===== config.mk =====
export PLATFORM = sky130hd
export DESIGN_NAME = regfile_bank32_flat
export DESIGN_NICKNAME = d
export VERILOG_FILES = /design/src/rtl/regfile_pkg.sv /design/src/rtl/regfile_bank32_if.sv /design/src/rtl/regfile_bank32_dec5_32.sv /design/src/rtl/regfile_bank32.sv /design/src/flat_wrapper.sv
export SDC_FILE = /design/constraint.sdc
export NUM_CORES = 2
export LEC_CHECK = 0
export CAP_MARGIN = 20
export CELL_PAD_IN_SITES_DETAIL_PLACEMENT = 0
export CELL_PAD_IN_SITES_GLOBAL_PLACEMENT = 1
export CORE_AREA = 2 2 429 431
export DETAILED_ROUTE_END_ITERATION = 8
export DIE_AREA = 0 0 431 433
export GPL_TIMING_DRIVEN = 0
export PLACE_DENSITY_LB_ADDON = 0.15
export SYNTH_ARGS = -nofsm -noshare
export SYNTH_HDL_FRONTEND = slang
export SYNTH_SLANG_ARGS = --single-unit

===== constraint.sdc =====
create_clock -name clk -period 1.7 [get_ports clk]
set_input_delay 0.17 -clock clk [delete_from_list [all_inputs] [get_ports clk]]
set_output_delay 0.17 -clock clk [all_outputs]
set_load 0.02 [all_outputs]

===== src/rtl/regfile_pkg.sv =====
// Shared constants and FSM state type for the 32-entry register bank.
package regfile_pkg;

    localparam int NREGS  = 32;
    localparam int WIDTH  = 32;
    localparam int ADDR_W = 5;
    localparam int FLAT_W = NREGS * WIDTH;

    // Bank sequencing: normal operation or walking bulk clear.
    typedef enum logic {
        IDLE  = 1'b0,
        CLEAR = 1'b1
    } state_t;

endpackage : regfile_pkg


===== src/rtl/regfile_bank32_if.sv =====
// Write / reservation / clear bus of the register bank plus its published state.
interface regfile_bank32_if;
    import regfile_pkg::*;

    logic                wr_valid;
    logic                wr_ready;
    logic [ADDR_W-1:0]   wr_addr;
    logic [WIDTH-1:0]    wr_data;
    logic                rsv_en;
    logic [ADDR_W-1:0]   rsv_addr;
    logic                clr_req;
    logic                clr_done;
    logic [NREGS-1:0]    busy;
    logic [FLAT_W-1:0]   data;

    // Issue/writeback side drives requests and observes the bank state.
    modport master (
        output wr_valid, wr_addr, wr_data, rsv_en, rsv_addr, clr_req,
        input  wr_ready, clr_done, busy, data
    );

    // The bank itself.
    modport slave (
        input  wr_valid, wr_addr, wr_data, rsv_en, rsv_addr, clr_req,
        output wr_ready, clr_done, busy, data
    );

endinterface : regfile_bank32_if


===== src/rtl/regfile_bank32_dec5_32.sv =====
// 5-to-32 one-hot decoder with an enable; all outputs low when disabled.
module dec5_32
    import regfile_pkg::*;
(
    input  logic              i_en,
    input  logic [ADDR_W-1:0] i_addr,
    output logic [NREGS-1:0]  o_onehot
);

    genvar gi;
    generate
        for (gi = 0; gi < NREGS; gi++) begin : g_dec
            assign o_onehot[gi] = i_en && (i_addr == ADDR_W'(gi));
        end
    endgenerate

endmodule : dec5_32


===== src/rtl/regfile_bank32.sv =====
// 32 x 32-bit register bank with one write port, busy scoreboard,
// sequenced bulk clear and a flattened output bus for the read mux.
module regfile_bank32
    import regfile_pkg::*;
#(
    parameter int ZERO_REG = 1
) (
    input  logic              clk,
    input  logic              rst,
    regfile_bank32_if.slave   bus
);

    state_t            r_state;
    state_t            w_state_next;
    logic [ADDR_W-1:0] r_clr_cnt;
    logic [ADDR_W-1:0] w_clr_cnt_next;
    logic              r_wr_ready;
    logic              r_clr_done;
    logic              w_clr_done_next;
    logic [FLAT_W-1:0] r_data;
    logic [NREGS-1:0]  r_busy;

    logic              w_wr_fire;
    logic              w_rsv_fire;
    logic [NREGS-1:0]  w_wr_en;
    logic [NREGS-1:0]  w_rsv_set;
    logic [NREGS-1:0]  w_clr_sel;

    // While clearing, wr_ready is low so no write can fire; reservations
    // are gated explicitly because they have no handshake.
    assign w_wr_fire  = bus.wr_valid && r_wr_ready;
    assign w_rsv_fire = bus.rsv_en && (r_state == IDLE);

    dec5_32 u_dec_wr (
        .i_en     (w_wr_fire),
        .i_addr   (bus.wr_addr),
        .o_onehot (w_wr_en)
    );

    dec5_32 u_dec_rsv (
        .i_en     (w_rsv_fire),
        .i_addr   (bus.rsv_addr),
        .o_onehot (w_rsv_set)
    );

    // Register currently being zeroed by the clear walk.
    genvar gi;
    generate
        for (gi = 0; gi < NREGS; gi++) begin : g_clr_sel
            assign w_clr_sel[gi] = (r_state == CLEAR) && (r_clr_cnt == ADDR_W'(gi));
        end
    endgenerate

    // FSM next state: clear walks all 32 entries, then pulses done.
    always_comb begin
        w_state_next    = r_state;
        w_clr_cnt_next  = r_clr_cnt;
        w_clr_done_next = 1'b0;
        case (r_state)
            IDLE: begin
                if (bus.clr_req) begin
                    w_state_next   = CLEAR;
                    w_clr_cnt_next = '0;
                end
            end
            CLEAR: begin
                w_clr_cnt_next = r_clr_cnt + 1'b1;
                if (r_clr_cnt == ADDR_W'(NREGS - 1)) begin
                    w_state_next    = IDLE;
                    w_clr_done_next = 1'b1;
                end
            end
            default: begin
                w_state_next = IDLE;
            end
        endcase
    end

    // FSM state, clear counter and registered handshake/done outputs.
    always_ff @(posedge clk) begin
        if (rst) begin
            r_state    <= IDLE;
            r_clr_cnt  <= '0;
            r_wr_ready <= 1'b1;
            r_clr_done <= 1'b0;
        end else begin
            r_state    <= w_state_next;
            r_clr_cnt  <= w_clr_cnt_next;
            r_wr_ready <= (w_state_next == IDLE);
            r_clr_done <= w_clr_done_next;
        end
    end

    // Register contents: clear walk beats writes, register 0 optionally tied low.
    always_ff @(posedge clk) begin
        for (int i = 0; i < NREGS; i++) begin
            if (rst || ((ZERO_REG != 0) && (i == 0)) || w_clr_sel[i]) begin
                r_data[i*WIDTH +: WIDTH] <= '0;
            end else if (w_wr_en[i]) begin
                r_data[i*WIDTH +: WIDTH] <= bus.wr_data;
            end
        end
    end

    // Busy scoreboard: a reservation outranks a completing write to the same entry.
    always_ff @(posedge clk) begin
        for (int i = 0; i < NREGS; i++) begin
            if (rst || ((ZERO_REG != 0) && (i == 0)) || w_clr_sel[i]) begin
                r_busy[i] <= 1'b0;
            end else if (w_rsv_set[i]) begin
                r_busy[i] <= 1'b1;
            end else if (w_wr_en[i]) begin
                r_busy[i] <= 1'b0;
            end
        end
    end

    assign bus.wr_ready = r_wr_ready;
    assign bus.clr_done = r_clr_done;
    assign bus.busy     = r_busy;
    assign bus.data     = r_data;

endmodule : regfile_bank32


===== src/flat_wrapper.sv =====
// flat-port wrapper written by rule: the top's interface ports become plain ports
module regfile_bank32_flat import regfile_pkg::*;
#(
    parameter int ZERO_REG = 1
)
  (clk, rst, bus_wr_valid, bus_wr_addr, bus_wr_data, bus_rsv_en, bus_rsv_addr, bus_clr_req, bus_wr_ready, bus_clr_done, bus_busy, bus_data);
  regfile_bank32_if bus_i ();
  input  logic clk;
  input  logic rst;
  input wire logic [$bits(bus_i.wr_valid)-1:0] bus_wr_valid;
  input wire logic [$bits(bus_i.wr_addr)-1:0] bus_wr_addr;
  input wire logic [$bits(bus_i.wr_data)-1:0] bus_wr_data;
  input wire logic [$bits(bus_i.rsv_en)-1:0] bus_rsv_en;
  input wire logic [$bits(bus_i.rsv_addr)-1:0] bus_rsv_addr;
  input wire logic [$bits(bus_i.clr_req)-1:0] bus_clr_req;
  output wire logic [$bits(bus_i.wr_ready)-1:0] bus_wr_ready;
  output wire logic [$bits(bus_i.clr_done)-1:0] bus_clr_done;
  output wire logic [$bits(bus_i.busy)-1:0] bus_busy;
  output wire logic [$bits(bus_i.data)-1:0] bus_data;
  assign bus_i.wr_valid = bus_wr_valid;
  assign bus_i.wr_addr = bus_wr_addr;
  assign bus_i.wr_data = bus_wr_data;
  assign bus_i.rsv_en = bus_rsv_en;
  assign bus_i.rsv_addr = bus_rsv_addr;
  assign bus_i.clr_req = bus_clr_req;
  assign bus_wr_ready = bus_i.wr_ready;
  assign bus_clr_done = bus_i.clr_done;
  assign bus_busy = bus_i.busy;
  assign bus_data = bus_i.data;
  regfile_bank32 #(.ZERO_REG(ZERO_REG)) u_core (.clk(clk), .rst(rst), .bus(bus_i));
endmodule

==> out/summary.txt <==
outcome: complete, no violations
clock share of power: 47.9%
DR iter-0 viols: 4,291
first-pass GRT wire length: 375 mm
combinational fraction of design power: 10.2%
worst slew pin tran: 1180 ps
Synth Area in Compound Gates: 26.1%
largest area contributor in the netlist: dfxtp_1
Synth Area in Simple Gates: 14.2%
Final Instance Area: 61,600 um2
CP startpoint kind: input port
number of H-tree levels: 4
Min-Delay Path Class: in2reg
Post-synth top cells: dfxtp_1, nand3_1, a21oi_1
antenna violations before repair: 36
drt drc: 0
FF-to-FF setup slack: 20 ps
die width: 431 um
Reg clk slew, reported paths: 60 ps
RSZ-0062 raised after global routing: yes
DRT Pass-1 Iters: 6
Slew Limit Fails: 0
largest family of logic cells by synthesized area: compound AO/OA/AOI/OAI gates
Final Setup Violations: 0
P_sw: 16.3 mW
top_reg_cell synth: dfxtp_1
share of synthesized registers carrying an async set or reset: 0%
clk_skew: 22.9 ps
VDD IR max: 0.691 mV
Crit-path slowest cell: buf_2
layout cells sized above 1: 27.8%
HP Start: bus_clr_req
leakage: 22.2 nW
crit path from: bus_wr_data[8]
Setup WS post-layout: 17.1 ps
IO buf count: 1,070
synth warn: 0
Root Buffer: clkbuf_16
Worst Path Required: 2420 ps
Yosys reg bits: 1,031
crit end category: register
crit-path cells: dlygate4sd3_1, clkdlybuf4s50_1, buf_2, nand3_1, a21oi_1
max_cap viols: 0
adder-cell area share of the yosys netlist: 0.217%
Chip Height: 433 um
synthesis-to-layout area growth: 52.5%
vias in the first global route: 42,500
top-level port count: 1,105
FP Rows: 157
Slew Limit Headroom: 21.2%
delay of the slowest critical-path stage: 610 ps
Seq/Total Area, Yosys: 51.1%
Max Buffers Root-to-Sink: 3
largest net degree at the start of global routing: 17
Post-DP Area: 55,000 um2
Register Area: 20,700 um2
internal power component: 42.0 mW
global placer's final weighted congestion: 0.876
Skew-Pair Late Insertion Delay: 810 ps
dpl ws: -1580 ps
DIE AREA: 187,000 um2
CP top delay family: buffers and inverters
CTS tree: done
routed vias: 45,300
number of vias per cell: 5.17
Core ar.: 182,000 um2
post-synth top area share: 51.1%
Max Fclk: 594 MHz
Crit Path Max Fanout: 10
Initial Util: 22.2%
fin crit share: 99.0%
final hold violation count: 0
Synth Area in XOR/XNOR: 0%
final wirelength: 286 mm
Reg-to-Reg Start: u_core.r_clr_cnt[1]$_SDFFE_PP0P_
Power Density: 947 nW/um2
CTS Buf Count: 130
Routed Antenna Nets: 0
nets: 6,323
fillers: 19,400
WS Path Type: in2reg
gr ovfl total: 0
WP data arrival: 2400 ps
total power: 58.3 mW
Tmin final: 1680 ps
Cell variety after synth: 45
DP HPWL: 211 mm
post-synthesis mux area share: 0.0248%
Tot GR Track Use: 29.2%
worst hold slack: 88.4 ps
mean post-synth cell area: 8.21 um2
number of synthesized flops with an enable pin: 0
Routed WL per cell: 32.6 um
top post-synthesis cells by area: dfxtp_1, nand3_1, a21oi_1
Post-Syn Instances: 4,918
Sw Ratio: 28.0%
CP Buf/Inv Count: 3
Sink Count: 1,031
Seq pwr share: 41.8%
setup TNS: 0 ps
area of the multi-input gates: 17,300 um2
most frequent cell after synthesis: dfxtp_1
Synth Cell Area: 40,400 um2
-- layout by cell type, fill, tap and decap left out, types with 24 or more instances in the layout --
master	n
conb_1	33
dfxtp_2	42
clkdlybuf4s15_2	386
o21ai_0	509
a21oi_1	994
buf_8	61
buf_6	82
clkbuf_16	141
o21bai_4	24
buf_4	226
dlygate4sd2_1	142
clkbuf_4	53
buf_2	245
dfxtp_1	981
clkbuf_2	242
a21oi_2	31
clkbuf_8	46
nand3_1	1020
o21ai_1	466
clkbuf_1	140
buf_12	35
clkdlybuf4s50_1	45
o21ai_2	48
clkdlybuf4s15_1	203
-- power groups by stage --
stage / Sequential (mW) / Combinational, mW / Clock (mW)
floorplan: 25.1 / 2.02 / 0
global placement: 24.9 / 4.96 / 0
detailed placement: 24.9 / 5.17 / 0
CTS: 24.4 / 5.65 / 28.4
global route: 24.4 / 6.15 / 29.3
finish: 24.4 / 5.96 / 28.0
-- flip-flops by register name, summed over array words and instances (netlist names) --
| signal | flops |
|---|---|
| u_core.bus.busy | 31 |
| u_core.bus.clr_done | 1 |
| u_core.bus.data | 992 |
| u_core.bus.wr_ready | 1 |
| u_core.r_clr_cnt | 5 |
| u_core.r_state | 1 |
-- metrics by stage --
stage	utilization (%)	instances
global placement	29.8	8405
global route	33.8	8760
detailed placement	30.2	8459
floorplan	-	4950
finish	33.8	8762
CTS	33.2	8734
-- timing repair --
action                                 4_1_cts  5_1_grt
pin swaps                                   22       20
gates resized for setup                   3118     1261
setup endpoints to repair                 2050     1298
cloned                                       3        6
setup buffers                               46       14
hold buffers                                 3        0
endpoints found under the hold margin       27        0
-- worst min-delay path, cell delays in order --
cell and delay [ps]:
clkdlybuf4s50_1 520, o31a_1 130, nor2_1 30
-- final timing paths --
check                                      endpoint  depth (start not counted)
hold / removal     u_core.r_clr_cnt[4]$_SDFFE_PP0P_                          3
setup / recovery  u_core.bus.data[968]$_SDFFE_PP0P_                          5
hold reg to reg   u_core.bus.data[576]$_SDFFE_PP0P_                          2
setup reg to reg  u_core.bus.data[569]$_SDFFE_PP0P_                          9
-- area by class of cell --
type,instances,share of cell area [%]
clock inverter,32,0.567
buffer,684,8.10
multi-input combinational,3221,28.1
clock buffer,197,6.16
timing repair buffer,1197,18.5
tap,2385,4.85
inverter,4,0.0285
sequential,1031,33.7
antenna,11,0.0447
-- routing by layer --
metal / up-vias / GRT usage, % / routed length, um
met2: 1945 / 50.3 / 141000
met5: - / 0 / 12
met3: 431 / 6.12 / 19000
met4: 2 / 14.6 / 15400
met1: 22600 / 34.1 / 111000
li1: 20300 / - / -
-- cell families (layout without fill, tap and decap cells) --
family                     count (synthesis)  in the layout
other                                      1             44
buffers and inverters                    698           2114
DFF                                     1031           1031
and+or+nand+nor                         1098           1098
adders and majority gates                  7              7
AOI/OAI and AO/OA                       2082           2082
muxes                                      1              1
(Power assumes the default switching activity.)
